--- config.mk ---
export PLATFORM = sky130hd
export DESIGN_NAME = ps2_scan_decoder
export DESIGN_NICKNAME = d
export VERILOG_FILES = /design/src/rtl/ps2_pkg.sv /design/src/rtl/ps2_ascii_lut.sv /design/src/rtl/ps2_scan_decoder.sv
export SDC_FILE = /design/constraint.sdc
export NUM_CORES = 1
export LEC_CHECK = 0
export CORE_UTILIZATION = 58
export DETAILED_ROUTE_END_ITERATION = 16
export PLACE_DENSITY_LB_ADDON = 0.12
export SETUP_SLACK_MARGIN = 0.02
export SLEW_MARGIN = 20
export SYNTH_ARGS = -nofsm -noshare
export SYNTH_HDL_FRONTEND = slang
export SYNTH_SLANG_ARGS = --single-unit
--- constraint.sdc ---
create_clock -name clk -period 5.65 [get_ports clk]
set_clock_uncertainty 0.2 [all_clocks]
set_input_delay 1.13 -clock clk [delete_from_list [all_inputs] [get_ports clk]]
set_output_delay 1.13 -clock clk [all_outputs]
set_load 0.01 [all_outputs]
--- src/rtl/ps2_pkg.sv ---
// -----------------------------------------------------------------------------
// ps2_pkg
// Shared definitions for the PS/2 Set 2 scan-code decoder:
//   - decoder FSM state encoding
//   - protocol prefix bytes and special key codes
//   - list of keyboard response bytes that never form key events
// -----------------------------------------------------------------------------
package ps2_pkg;

  typedef enum logic [2:0] {
    ST_IDLE     = 3'd0,
    ST_GOT_E0   = 3'd1,
    ST_GOT_F0   = 3'd2,
    ST_GOT_E0F0 = 3'd3,
    ST_SKIP_E1  = 3'd4
  } ps2_state_e;

  // Protocol prefixes
  localparam logic [7:0] PS2_EXT   = 8'hE0;
  localparam logic [7:0] PS2_BRK   = 8'hF0;
  localparam logic [7:0] PS2_PAUSE = 8'hE1;

  // Modifier keys
  localparam logic [7:0] LSHIFT = 8'h12;
  localparam logic [7:0] RSHIFT = 8'h59;
  localparam logic [7:0] CAPS   = 8'h58;

  // Non-alphanumeric keys with an ASCII mapping
  localparam logic [7:0] KEY_SPACE = 8'h29;
  localparam logic [7:0] KEY_ENTER = 8'h5A;
  localparam logic [7:0] KEY_BKSP  = 8'h66;

  // Keyboard responses (ACK, BAT result, echo, resend, errors) that show up
  // in the byte stream but are not key presses.
  localparam int FILTER_N = 6;
  localparam logic [7:0] FILTER_CODES [FILTER_N] = '{
    8'h00, 8'hAA, 8'hEE, 8'hFA, 8'hFE, 8'hFF
  };

  function automatic logic is_filtered(input logic [7:0] code);
    logic hit;
    hit = 1'b0;
    for (int i = 0; i < FILTER_N; i++) begin
      if (code == FILTER_CODES[i]) hit = 1'b1;
    end
    return hit;
  endfunction

endpackage

--- src/rtl/ps2_ascii_lut.sv ---
// -----------------------------------------------------------------------------
// ps2_ascii_lut
// Combinational Set 2 scan code to ASCII translation for non-extended keys.
// Ports:
//   i_code   [7:0]  scan code (prefix-stripped)
//   i_shift         either Shift held
//   i_caps          Caps Lock toggle state
//   o_ascii  [7:0]  translated character, 0x00 when unmapped
//   o_mapped        1 when i_code has an ASCII mapping
// -----------------------------------------------------------------------------
module ps2_ascii_lut
  import ps2_pkg::*;
(
  input  logic [7:0] i_code,
  input  logic       i_shift,
  input  logic       i_caps,
  output logic [7:0] o_ascii,
  output logic       o_mapped
);

  // Letter index 0..25 ('a'..'z'); 31 marks "not a letter".
  logic [4:0]  w_letter_idx;
  // Digit row: {shifted char, plain char}; zero when not a digit key.
  logic [15:0] w_digit_pair;

  // NOTE: every signal written in an always_comb gets a default at the top,
  // otherwise any path that skips an assignment infers a latch.
  always_comb begin
    w_letter_idx = 5'd31;
    unique case (i_code)
      8'h1C: w_letter_idx = 5'd0;   // a
      8'h32: w_letter_idx = 5'd1;   // b
      8'h21: w_letter_idx = 5'd2;   // c
      8'h23: w_letter_idx = 5'd3;   // d
      8'h24: w_letter_idx = 5'd4;   // e
      8'h2B: w_letter_idx = 5'd5;   // f
      8'h34: w_letter_idx = 5'd6;   // g
      8'h33: w_letter_idx = 5'd7;   // h
      8'h43: w_letter_idx = 5'd8;   // i
      8'h3B: w_letter_idx = 5'd9;   // j
      8'h42: w_letter_idx = 5'd10;  // k
      8'h4B: w_letter_idx = 5'd11;  // l
      8'h3A: w_letter_idx = 5'd12;  // m
      8'h31: w_letter_idx = 5'd13;  // n
      8'h44: w_letter_idx = 5'd14;  // o
      8'h4D: w_letter_idx = 5'd15;  // p
      8'h15: w_letter_idx = 5'd16;  // q
      8'h2D: w_letter_idx = 5'd17;  // r
      8'h1B: w_letter_idx = 5'd18;  // s
      8'h2C: w_letter_idx = 5'd19;  // t
      8'h3C: w_letter_idx = 5'd20;  // u
      8'h2A: w_letter_idx = 5'd21;  // v
      8'h1D: w_letter_idx = 5'd22;  // w
      8'h22: w_letter_idx = 5'd23;  // x
      8'h35: w_letter_idx = 5'd24;  // y
      8'h1A: w_letter_idx = 5'd25;  // z
      default: w_letter_idx = 5'd31;
    endcase
  end

  always_comb begin
    w_digit_pair = 16'h0000;
    unique case (i_code)
      8'h16: w_digit_pair = {8'h21, 8'h31};  // ! 1
      8'h1E: w_digit_pair = {8'h40, 8'h32};  // @ 2
      8'h26: w_digit_pair = {8'h23, 8'h33};  // # 3
      8'h25: w_digit_pair = {8'h24, 8'h34};  // $ 4
      8'h2E: w_digit_pair = {8'h25, 8'h35};  // % 5
      8'h36: w_digit_pair = {8'h5E, 8'h36};  // ^ 6
      8'h3D: w_digit_pair = {8'h26, 8'h37};  // & 7
      8'h3E: w_digit_pair = {8'h2A, 8'h38};  // * 8
      8'h46: w_digit_pair = {8'h28, 8'h39};  // ( 9
      8'h45: w_digit_pair = {8'h29, 8'h30};  // ) 0
      default: w_digit_pair = 16'h0000;
    endcase
  end

  always_comb begin
    o_ascii  = 8'h00;
    o_mapped = 1'b0;
    if (w_letter_idx != 5'd31) begin
      // Shift and Caps cancel each other for letters.
      o_ascii  = ((i_shift ^ i_caps) ? 8'h41 : 8'h61) + {3'b000, w_letter_idx};
      o_mapped = 1'b1;
    end else if (w_digit_pair != 16'h0000) begin
      // Caps Lock does not apply to the digit row.
      o_ascii  = i_shift ? w_digit_pair[15:8] : w_digit_pair[7:0];
      o_mapped = 1'b1;
    end else if (i_code == KEY_SPACE) begin
      o_ascii  = 8'h20;
      o_mapped = 1'b1;
    end else if (i_code == KEY_ENTER) begin
      o_ascii  = 8'h0D;
      o_mapped = 1'b1;
    end else if (i_code == KEY_BKSP) begin
      o_ascii  = 8'h08;
      o_mapped = 1'b1;
    end
  end

endmodule

--- src/rtl/ps2_scan_decoder.sv ---
// -----------------------------------------------------------------------------
// ps2_scan_decoder
// Turns the PS/2 Set 2 byte stream from the receiver into single-cycle key
// events with make/break and extended flags, tracks Shift / Caps Lock, and
// translates printable make events to ASCII.
// Ports:
//   clk, rst_n          system clock, synchronous active-low reset
//   code_in [7:0]       received scan byte, qualified by code_valid
//   code_valid          one-cycle strobe per received byte
//   key_code [7:0]      scan code of the last event, prefixes stripped
//   key_ext             last event carried an 0xE0 prefix
//   key_break           last event was a release
//   key_valid           one-cycle strobe, event fields valid
//   ascii [7:0]         ASCII of last make event, 0x00 if unmapped
//   ascii_valid         one-cycle strobe for mapped non-extended make events
//   shift_active        either Shift key held
//   caps_lock           Caps Lock toggle state
// -----------------------------------------------------------------------------
module ps2_scan_decoder
  import ps2_pkg::*;
#(
  parameter int TIMEOUT_CYCLES = 2000000,
  parameter int PAUSE_LEN      = 7
) (
  input  logic       clk,
  input  logic       rst_n,
  input  logic [7:0] code_in,
  input  logic       code_valid,
  output logic [7:0] key_code,
  output logic       key_ext,
  output logic       key_break,
  output logic       key_valid,
  output logic [7:0] ascii,
  output logic       ascii_valid,
  output logic       shift_active,
  output logic       caps_lock
);

  localparam int TMO_W  = (TIMEOUT_CYCLES > 1) ? $clog2(TIMEOUT_CYCLES) : 1;
  localparam int SKIP_W = (PAUSE_LEN > 0) ? $clog2(PAUSE_LEN + 1) : 1;

  ps2_state_e        r_state;
  logic [TMO_W-1:0]  r_tmo_cnt;
  logic [SKIP_W-1:0] r_skip_cnt;
  logic              r_lshift;
  logic              r_rshift;
  logic              r_caps;
  logic              r_caps_held;

  logic [7:0]        r_key_code;
  logic              r_key_ext;
  logic              r_key_break;
  logic              r_key_valid;
  logic [7:0]        r_ascii;
  logic              r_ascii_valid;

  ps2_state_e        w_state_nxt;
  logic [SKIP_W-1:0] w_skip_nxt;
  logic              w_emit;
  logic [7:0]        w_ev_code;
  logic              w_ev_ext;
  logic              w_ev_brk;
  logic              w_tmo_hit;
  logic [7:0]        w_lut_ascii;
  logic              w_lut_mapped;

  // A byte arriving in the expiry cycle wins: the timeout only applies when
  // no byte is presented.
  assign w_tmo_hit = (r_state != ST_IDLE) && !code_valid &&
                     (r_tmo_cnt == TMO_W'(TIMEOUT_CYCLES - 1));

  always_comb begin
    w_state_nxt = r_state;
    w_skip_nxt  = r_skip_cnt;
    w_emit      = 1'b0;
    w_ev_code   = code_in;
    w_ev_ext    = 1'b0;
    w_ev_brk    = 1'b0;
    if (code_valid) begin
      unique case (r_state)
        ST_IDLE: begin
          if (code_in == PS2_EXT) begin
            w_state_nxt = ST_GOT_E0;
          end else if (code_in == PS2_BRK) begin
            w_state_nxt = ST_GOT_F0;
          end else if (code_in == PS2_PAUSE) begin
            w_state_nxt = ST_SKIP_E1;
            w_skip_nxt  = SKIP_W'(PAUSE_LEN);
          end else if (!is_filtered(code_in)) begin
            w_emit = 1'b1;
          end
        end
        ST_GOT_E0: begin
          if (code_in == PS2_BRK) begin
            w_state_nxt = ST_GOT_E0F0;
          end else if (code_in != PS2_EXT) begin
            // A repeated E0 keeps waiting; anything else completes the event.
            w_emit      = 1'b1;
            w_ev_ext    = 1'b1;
            w_state_nxt = ST_IDLE;
          end
        end
        ST_GOT_F0: begin
          w_emit      = 1'b1;
          w_ev_brk    = 1'b1;
          w_state_nxt = ST_IDLE;
        end
        ST_GOT_E0F0: begin
          w_emit      = 1'b1;
          w_ev_ext    = 1'b1;
          w_ev_brk    = 1'b1;
          w_state_nxt = ST_IDLE;
        end
        ST_SKIP_E1: begin
          // The Pause sequence is reported once, as a make of 0xE1, when its
          // last byte is swallowed.
          if (r_skip_cnt <= SKIP_W'(1)) begin
            w_emit      = 1'b1;
            w_ev_code   = PS2_PAUSE;
            w_skip_nxt  = '0;
            w_state_nxt = ST_IDLE;
          end else begin
            w_skip_nxt = r_skip_cnt - SKIP_W'(1);
          end
        end
        default: w_state_nxt = ST_IDLE;
      endcase
    end else if (w_tmo_hit) begin
      w_state_nxt = ST_IDLE;
      w_skip_nxt  = '0;
    end
  end

  // Uses the modifier state from before this event is applied.
  ps2_ascii_lut u_ascii_lut (
    .i_code   (w_ev_code),
    .i_shift  (r_lshift | r_rshift),
    .i_caps   (r_caps),
    .o_ascii  (w_lut_ascii),
    .o_mapped (w_lut_mapped)
  );

  // NOTE: state registers use non-blocking assignments so every flop samples
  // the pre-edge values, independent of statement order.
  always_ff @(posedge clk) begin
    if (!rst_n) begin
      r_state       <= ST_IDLE;
      r_tmo_cnt     <= '0;
      r_skip_cnt    <= '0;
      r_lshift      <= 1'b0;
      r_rshift      <= 1'b0;
      r_caps        <= 1'b0;
      r_caps_held   <= 1'b0;
      r_key_code    <= 8'h00;
      r_key_ext     <= 1'b0;
      r_key_break   <= 1'b0;
      r_key_valid   <= 1'b0;
      r_ascii       <= 8'h00;
      r_ascii_valid <= 1'b0;
    end else begin
      r_state    <= w_state_nxt;
      r_skip_cnt <= w_skip_nxt;

      if (code_valid || r_state == ST_IDLE || w_tmo_hit) begin
        r_tmo_cnt <= '0;
      end else begin
        r_tmo_cnt <= r_tmo_cnt + TMO_W'(1);
      end

      r_key_valid   <= w_emit;
      r_ascii_valid <= w_emit && !w_ev_brk && !w_ev_ext && w_lut_mapped;

      if (w_emit) begin
        r_key_code  <= w_ev_code;
        r_key_ext   <= w_ev_ext;
        r_key_break <= w_ev_brk;
        if (!w_ev_brk) begin
          r_ascii <= (!w_ev_ext && w_lut_mapped) ? w_lut_ascii : 8'h00;
        end
        if (!w_ev_ext) begin
          if (w_ev_code == LSHIFT) r_lshift <= !w_ev_brk;
          if (w_ev_code == RSHIFT) r_rshift <= !w_ev_brk;
          if (w_ev_code == CAPS) begin
            // caps_held suppresses toggling on typematic repeats of the make.
            if (w_ev_brk) begin
              r_caps_held <= 1'b0;
            end else begin
              if (!r_caps_held) r_caps <= ~r_caps;
              r_caps_held <= 1'b1;
            end
          end
        end
      end
    end
  end

  assign key_code     = r_key_code;
  assign key_ext      = r_key_ext;
  assign key_break    = r_key_break;
  assign key_valid    = r_key_valid;
  assign ascii        = r_ascii;
  assign ascii_valid  = r_ascii_valid;
  assign shift_active = r_lshift | r_rshift;
  assign caps_lock    = r_caps;

endmodule

==> reports/qor.yml, run 1 <==
logic_synthesis:
  synthSimpleGateAreaFrac_pct: 31.7
  synthAdderAreaFrac_pct: 5.31
  synth_mux_area_share_pct: 3.84
  yosysSeqAreaShare_pct: 29.3
  synth.distinct_cells: 73
  synthArstFlopShare_pct: 0
  synth_compound_area_share_pct: 20.2
  postSynthCellCount: 453
  synth_area_leaders: "dfxtp_1 29%, nor2_1 6.7%, nand2_1 5.4%"
  synth_xor_area_share_pct: 4.77
  avgSynthCellArea_um2: 7.70
  yosys-top-cells-count: "62 x nor2_1, 51 x dfxtp_1, 50 x nand2_1"
  synth_area_um2: 3490
  synth_flop_cell: "dfxtp_1"
  synth_top_cell_area_share_pct: 29.3
  synth_top_family_by_area: "simple AND/OR/NAND/NOR gates"
  ys_warn_count: 0
  yosysTopAreaCell: "dfxtp_1"
  synth_seq_cells: 51
  synth_nets: 478
  synth_edf_count: 0
  synth.most_common_cell: "nor2_1"
floorplanning:
  die_x_um: 79.5
  start_util_pct: 61.8
  dieArea_um2: 6320
  rows: 27
  core_um2: 5640
  io_pins: 33
  die_h_um: 79.5
clock_network:
  clockBufferDepth: 2
  cts_hold_buffers: 0
  numCtsBuffers: 5
  clock-sinks: 51
  post_cts.resized_instances: 0
  cts_tree: "done"
  clock_latency_ns: 0.31
  path_clk_slew_ns: 0.09
  cts.root.buffer_cell: "clkbuf_8"
  htree_levels: 2
  cts_setup_buffers: 0
power_and_ir_drop:
  power_frac_comb_pct: 19.6
  p_clk_share_pct: 29.6
  peakVddDrop_uv: 175
  leakage_nw: 1.42
  seqPwrFrac_pct: 50.8
  internal_power_mw: 0.516
  p_switching_mw: 0.214
  swShare_pct: 29.3
  power.density_nw_per_um2: 185
placed_design:
  dp_slack_ns: 0.329
  placed_area_um2: 3850
  place_hpwl_um: 6660
  gp_congestion: 0.949
  portBuffers: 32
run:
  cap_violations: 0
setup_path:
  startpoint_type: "input pin"
  crit_family: "simple AND/OR/NAND/NOR gates"
  crit_path_end_kind: "flip-flop"
  worst_ep_required_time_ns: 5.66
  crit_buf_inv: 4
  worst_path_largest_cell_delay_ns: 0.47
  worstSetupPathType: "in -> reg"
  worstPathArrival_ns: 5.05
  crit_path_cell_trace: "clkdlybuf4s50_1 > nand4bb_4 > nor3_2 > nor2_1 > inv_1 > ha_1 > mux2_1 > a21oi_1 > mux2i_1 > a41o_1 > inv_1 > ha_1 > nor3b_1 > ha_1 > o311a_1 > nand2_1 > nand2_1 > clkinv_1 > o211ai_1 > nand2_1"
  cp_max_fo: 10
  crit_slowest_cell: "clkdlybuf4s50_1"
route:
  drt-total-wl_um: 9030
  via_count: 3442
  antenna_left: 0
  drc: 0
  first_pass_iters: 5
  avgViaCountPerCell: 6.26
  initialDrtViolationCount: 285
  wire_per_inst_um: 16.4
finish:
  fin_area_um2: 3940
  areaGrowthSynthToFinish_pct: 13.1
  drive_gt1_share_pct: 6.69
  ff_latch_area_um2: 1020
  multiInputGateArea_um2: 2290
  antennaDiodeCount: 0
  nets: 502
  fillers: 473
global_route:
  grt_max_degree: 27
  antenna_found_initial: 0
  use_met2_pct: 48.6
  busiest_layer: "met2"
  grt_pass1_wl_um: 14900
  use_met3_pct: 6.40
  use_met1_pct: 40.4
  track_usage_pct: 30.3
  grt_pass1_vias: 3182
  grt_overflow: 0
timing:
  worst_pin_slew_ns: 0.787
  fmax_mhz: 199
  rsz0062_at_grt: "no"
  finalSetupViolations: 0
  fin_crit_sh_pct: 89.1
  worst_slack_ns: 0.614
  slew_viol_final: 0
  final_hold_viol_count: 0
  slew_headroom_pct: 47.4
  min_period_ns: 5.04
  fin_tns_setup_ns: 0
status:
  status: "finished clean"
worst_hold_path:
  hp-class: "reg -> reg"
## flip-flops by register name (all words and copies together) (netlist names), 3 cells and up
register	cells
ascii	8
r_tmo_cnt	21
r_state	3
r_skip_cnt	3
key_code	8
## worst reg2reg max path, delay by kind of cell (launching register included)
family | cells | cell delay (ns)
adder cells (fa/ha/maj) | 4 | 1.07
AND/OR/NAND/NOR | 6 | 0.86
flip-flops | 1 | 0.36
buffers and inverters | 4 | 0.38
multiplexers | 2 | 0.41
AO/OA/AOI/OAI | 5 | 1.20
## routing by layer
| layer | wire length, um | up-vias |
|---|---|---|
| met5 | 0 | - |
| met4 | 110 | 0 |
| met3 | 603 | 12 |
| met2 | 4190 | 146 |
| met1 | 4120 | 1625 |
| li1 | - | 1659 |
## stage by stage
stage / instances / hold WS, ns / power (mW) / util, %
global placement: 542 / 0.237 / 0.518 / 68.2
finish: 550 / 0.252 / 0.730 / 69.9
CTS: 550 / 0.255 / 0.735 / 69.9
detailed placement: 542 / 0.242 / 0.519 / 68.2
global route: 550 / 0.282 / 0.763 / 69.9
floorplan: 453 / 0.230 / 0.471 / -
## kinds of logic (layout without fill, tap and decap cells)
kind of cell	after synthesis	in the layout
adder cells (fa/ha/maj)	15	15
multiplexers	13	13
flip-flops	51	51
AND/OR/NAND/NOR	215	215
AO/OA/AOI/OAI	100	100
buffers and inverters	40	65
XOR/XNOR	19	19
## layout make-up
type,count,share of cell area (%)
clock buffers,5,1.75
clock inverters,3,0.603
inverters,17,1.62
multi-input cells,362,58.2
flip-flops and latches,51,25.9
well taps,72,2.29
repair buffers,40,9.65
## placed cells by master, fill, tap and decap left out, types with 5 or more instances in the layout
cell type	count
nor4_1	7
a31oi_1	6
nor3_1	13
nand2b_1	11
mux2i_1	10
xnor2_1	9
ha_1	14
nand3_1	13
o21a_1	5
buf_4	8
nand4_1	6
clkbuf_8	5
inv_1	15
dfxtp_1	51
nor2b_1	10
o21ai_0	16
xor2_1	10
nand2_1	50
or3_1	7
clkdlybuf4s50_1	32
a21oi_1	27
and3_1	5
o21ai_1	5
and2_1	7
nor2_1	62
## power by group through the flow
stage                     clock [mW]  combinational (mW)  sequential, mW
after floorplan                    0              0.0881           0.383
after global placement             0               0.139           0.379
after detailed placement           0               0.139           0.380
after CTS                      0.224               0.140           0.371
after global routing           0.236               0.156           0.372
final                          0.216               0.143           0.371
## path summary, 6_finish.rpt
check | from | end | slack, ns | cells past startpoint
setup reg to reg | r_skip_cnt[1] | ascii[3] | 1.08 | 21
setup / recovery | code_valid | ascii[3] | 0.61 | 20
hold / removal | ascii[7] | ascii[7] | 0.25 | 2
hold reg to reg | ascii[7] | ascii[7] | 0.25 | 2
Note: power is estimated with default switching activity, not from simulation.
==> run 2, diff against run 1 <==
--- a/config.mk
+++ b/config.mk
@@ -5,8 +5,9 @@
 export SDC_FILE = /design/constraint.sdc
 export NUM_CORES = 1
 export LEC_CHECK = 0
-export CORE_UTILIZATION = 58
+export CORE_UTILIZATION = 64
 export DETAILED_ROUTE_END_ITERATION = 16
+export DONT_BUFFER_PORTS = 1
 export PLACE_DENSITY_LB_ADDON = 0.12
 export SETUP_SLACK_MARGIN = 0.02
 export SLEW_MARGIN = 20
==> reports/qor.yml, run 2 (same netlist as run 1, synthesis figures left out) <==
clock_network:
  clockBufferDepth: 2
  post_cts.resized_instances: 0
  htree_levels: 2
  cts_hold_buffers: 0
  cts_tree: "done"
  cts.root.buffer_cell: "clkbuf_8"
  clock-sinks: 51
  numCtsBuffers: 5
  clock_latency_ns: 0.31
  cts_setup_buffers: 0
  path_clk_slew_ns: 0.10
setup_path:
  crit_slowest_cell: "ha_1"
  cp_max_fo: 14
  crit_buf_inv: 5
  worstSetupPathType: "reg -> reg"
  crit_family: "compound AO/OA/AOI/OAI gates"
  worst_ep_required_time_ns: 5.66
  worst_path_largest_cell_delay_ns: 0.41
  r2r_slack_ns: 0.97
  cpMostUsedCell: "ha_1"
  crit_path_end_kind: "flip-flop"
  startpoint_type: "flip-flop"
  crit_path_cell_trace: "inv_1 > ha_1 > o21ba_2 > nor3_2 > buf_4 > nor2_1 > inv_1 > ha_1 > mux2_1 > a21oi_1 > mux2i_1 > a41o_1 > inv_1 > ha_1 > nor3b_1 > ha_1 > o311a_1 > nand2_1 > nand2_1 > clkinv_1 > o211ai_1 > nand2_1"
  worstPathArrival_ns: 4.69
floorplanning:
  io_pins: 33
  dieArea_um2: 5750
  start_util_pct: 67.4
  core_um2: 5170
  die_x_um: 75.8
  rows: 26
  die_h_um: 75.8
global_route:
  grt_max_degree: 31
  antenna_found_initial: 0
  grt_pass1_wl_um: 14100
  grt_pass1_vias: 2961
  track_usage_pct: 32.3
  grt_overflow: 0
route:
  drt-total-wl_um: 8680
  first_pass_iters: 5
  avgViaCountPerCell: 6.42
  antenna_left: 0
  initialDrtViolationCount: 383
  drc: 0
  via_count: 3267
  wire_per_inst_um: 17.1
run:
  cap_violations: 0
timing:
  fin_crit_sh_pct: 82.9
  final_hold_viol_count: 0
  worst_pin_slew_ns: 0.805
  slew_headroom_pct: 46.2
  rsz0062_at_grt: "no"
  finalSetupViolations: 0
  fmax_mhz: 214
  slew_viol_final: 0
  min_period_ns: 4.68
  fin_hold_ws_ns: 0.271
  fin_tns_setup_ns: 0
finish:
  areaGrowthSynthToFinish_pct: 2.30
  largest-register: "r_tmo_cnt"
  fillers: 426
  largest_reg_flops: 21
  final_cell_mix: "62 x nor2_1, 51 x dfxtp_1, 50 x nand2_1"
  drive_gt1_share_pct: 5.69
  nets: 463
  final_common_cell: "nor2_1"
  antennaDiodeCount: 0
  fin_cells: 509
placed_design:
  gp_congestion: 0.882
  dp.cells: 501
  place_hpwl_um: 6390
  portBuffers: 0
power_and_ir_drop:
  power.density_nw_per_um2: 194
  peakVddDrop_uv: 244
  leakage_nw: 1.27
status:
  status: "finished clean"
worst_hold_path:
  hp-class: "reg -> reg"
[run 2: changes by cell type in the layout (fill, tap and decap cells not counted), sizes merged]
| cell | change |
|---|---|
| clkdlybuf4s50 | -32 |
| buf | -7 |
[run 2: cell type report]
type                       count  area (um^2)  area share, %
sequential                    51         1020           28.6
clock buffer                   5         68.8           1.93
tap                           70         87.6           2.46
multi-input combinational    362         2290           64.3
timing repair buffer           1         7.51          0.211
clock inverter                 3         23.8          0.667
inverter                      17         63.8           1.79
[run 2: tightest hold or removal path: cells and delay by family, from the launching register on]
family	cells	cell delay, ns
multiplexers	1	0.06
AND/OR/NAND/NOR	1	0.05
flip-flops	1	0.32
[run 2: path summary, 6_finish.rpt]
path         depth (start not counted)           from           to
max                                 22  r_skip_cnt[1]     ascii[3]
min                                  2    r_caps_held  r_caps_held
max reg2reg                         22  r_skip_cnt[1]     ascii[3]
min reg2reg                          2    r_caps_held  r_caps_held
[run 2: routing by layer]
metal | up-vias | wire length (um) | global-route usage [%]
met3 | 29 | 695 | 6.61
met4 | 0 | 158 | 11.3
met2 | 148 | 4020 | 49.5
li1 | 1581 | - | -
met1 | 1509 | 3810 | 44.9
met5 | - | 0 | 0
[run 2: stage by stage]
step	setup slack, ns	area (um^2)	total power, mW	util, %
6_report	0.968	3570	0.691	68.9
2_1_floorplan	1.12	3490	0.471	-
4_1_cts	1.01	3570	0.693	68.9
3_5_place_dp	0.712	3470	0.480	67.2
3_3_place_gp	0.872	3470	0.479	67.2
5_1_grt	0.476	3570	0.722	68.9
[run 2: power breakdown]
group	total (mW)	switching, mW	internal [mW]
clock network	0.217	0.128	0.0896
registers	0.376	0.00870	0.367
logic	0.0976	0.0589	0.0387
total	0.691	0.196	0.496
==> run 3, diff against run 2 <==
==> constraint.sdc (replaced) <==
create_clock -name clk -period 4.7 [get_ports clk]
set_clock_uncertainty 0.2 [all_clocks]
set_input_delay 0.94 -clock clk [delete_from_list [all_inputs] [get_ports clk]]
set_output_delay 0.94 -clock clk [all_outputs]
set_load 0.01 [all_outputs]
==> reports/qor.yml, run 3 (same netlist as run 1, synthesis figures left out) <==
global_route:
  grt_pass1_vias: 3009
  grt_pass1_wl_um: 14000
  use_met1_pct: 41.7
  busiest_layer: "met2"
  grt_overflow: 0
  use_met2_pct: 52.1
  use_met3_pct: 8.33
  antenna_found_initial: 0
  track_usage_pct: 32.1
  grt_max_degree: 31
finish:
  fillers: 434
  final_cell_mix: "61 x nor2_1, 51 x dfxtp_1, 50 x nand2_1"
  drive_gt1_share_pct: 6.58
  final_common_cell: "nor2_1"
  antennaDiodeCount: 0
  fin_cells: 511
  fin_area_um2: 3610
  largest_reg_flops: 21
  largest-register: "r_tmo_cnt"
  areaGrowthSynthToFinish_pct: 3.55
  nets: 465
placed_design:
  portBuffers: 0
  place_hpwl_um: 6470
  dp.cells: 503
  placed_area_um2: 3490
  gp_congestion: 0.948
timing:
  finalSetupViolations: 0
  rsz0062_at_grt: "no"
  slew_headroom_pct: 47.0
  fin_crit_sh_pct: 92.9
  slew_viol_final: 0
  final_hold_viol_count: 0
  fmax_mhz: 229
  fin_tns_setup_ns: 0
  worst_pin_slew_ns: 0.793
  min_period_ns: 4.36
status:
  status: "finished clean"
power_and_ir_drop:
  p_total_mw: 0.880
  peakVddDrop_uv: 262
  leakage_nw: 1.29
  power.density_nw_per_um2: 244
clock_network:
  cts_hold_buffers: 0
  clockBufferDepth: 2
  clock-sinks: 51
  cts_tree: "done"
  htree_levels: 2
  numCtsBuffers: 5
  cts_setup_buffers: 0
  clock_latency_ns: 0.30
  cts.root.buffer_cell: "clkbuf_8"
  post_cts.resized_instances: 0
  path_clk_slew_ns: 0.09
route:
  wire_per_inst_um: 17.2
  drc: 0
  avgViaCountPerCell: 6.56
  antenna_left: 0
  initialDrtViolationCount: 369
  first_pass_iters: 5
  drt-total-wl_um: 8790
  via_count: 3351
setup_path:
  worstSetupPathType: "reg -> reg"
  worst_ep_required_time_ns: 4.70
  startpoint_type: "flip-flop"
  cpMostUsedCell: "nand2_1"
  cp_max_fo: 7
  worst_path_largest_cell_delay_ns: 0.40
  crit_path_end_kind: "flip-flop"
  worstPathArrival_ns: 4.37
  crit_slowest_cell: "dfxtp_1"
  crit_path_cell_trace: "ha_1 > o21ba_2 > nor2_1 > nand3_1 > nand2_1 > inv_1 > ha_1 > nand2b_1 > a31oi_1 > or2_2 > a41o_1 > inv_1 > ha_1 > nor3b_1 > ha_2 > o311a_1 > nand2_1 > nand2_1 > clkinv_1 > o211ai_1 > nand2_1"
floorplanning:
  die_h_um: 75.8
  rows: 26
  dieArea_um2: 5750
  die_x_um: 75.8
  core_um2: 5170
  start_util_pct: 67.4
  io_pins: 33
run:
  cap_violations: 0
worst_hold_path:
  hp-class: "reg -> reg"
-- run 3: cell types whose count changed in the layout (fill, tap and decap cells not counted), sizes merged --
cell      previous run  this run
clkinvlp             1         0
clkinv               2         1
buf                  1         3
bufinv               0         1
clkbuf               5         6
-- run 3: metal layers --
metal	share of wire (%)	vias up
met3	8.0	37
met4	2.7	0
li1	-	1597
met2	46	165
met1	43	1552
met5	0	-
-- run 3: path summary, 6_finish.rpt --
kind | from | slack [ns] | to | depth (start not counted)
setup / recovery | r_skip_cnt[0] | 0.34 | ascii[3] | 21
setup reg to reg | r_skip_cnt[0] | 0.34 | ascii[3] | 21
hold reg to reg | r_caps_held | 0.27 | r_caps_held | 2
hold / removal | r_caps_held | 0.27 | r_caps_held | 2
-- run 3: power breakdown --
group / switching (mW) / internal, mW / total, mW
Combinational: 0.0738 / 0.0494 / 0.123
Sequential: 0.0105 / 0.441 / 0.452
Clock: 0.144 / 0.161 / 0.305
Total: 0.228 / 0.652 / 0.880
-- run 3: layout make-up --
| class | count | area (um^2) | share of cell area, % |
|---|---|---|---|
| tap | 70 | 87.6 | 2.43 |
| multi-input combinational | 362 | 2300 | 63.8 |
| inverter | 17 | 63.8 | 1.77 |
| timing repair buffer | 3 | 22.5 | 0.624 |
| clock buffer | 6 | 72.6 | 2.01 |
| clock inverter | 2 | 38.8 | 1.07 |
| sequential | 51 | 1020 | 28.3 |
-- run 3: stage by stage --
| stage | utilization (%) | hold slack [ns] | setup slack, ns |
|---|---|---|---|
| 2_1_floorplan | - | 0.230 | 0.363 |
| 3_3_place_gp | 67.4 | 0.245 | 0.318 |
| 3_5_place_dp | 67.4 | 0.257 | 0.222 |
| 4_1_cts | 69.6 | 0.269 | 0.299 |
| 5_1_grt | 69.8 | 0.300 | 0.0310 |
| 6_report | 69.8 | 0.270 | 0.336 |
-- run 3: critical path: cells and delay by family, from the launching register on --
kind | cells | cell delay (ns)
AO/OA/AOI/OAI | 5 | 0.93
flip-flops | 1 | 0.40
adder cells (fa/ha/maj) | 4 | 0.90
buffers and inverters | 3 | 0.31
AND/OR/NAND/NOR | 9 | 1.50
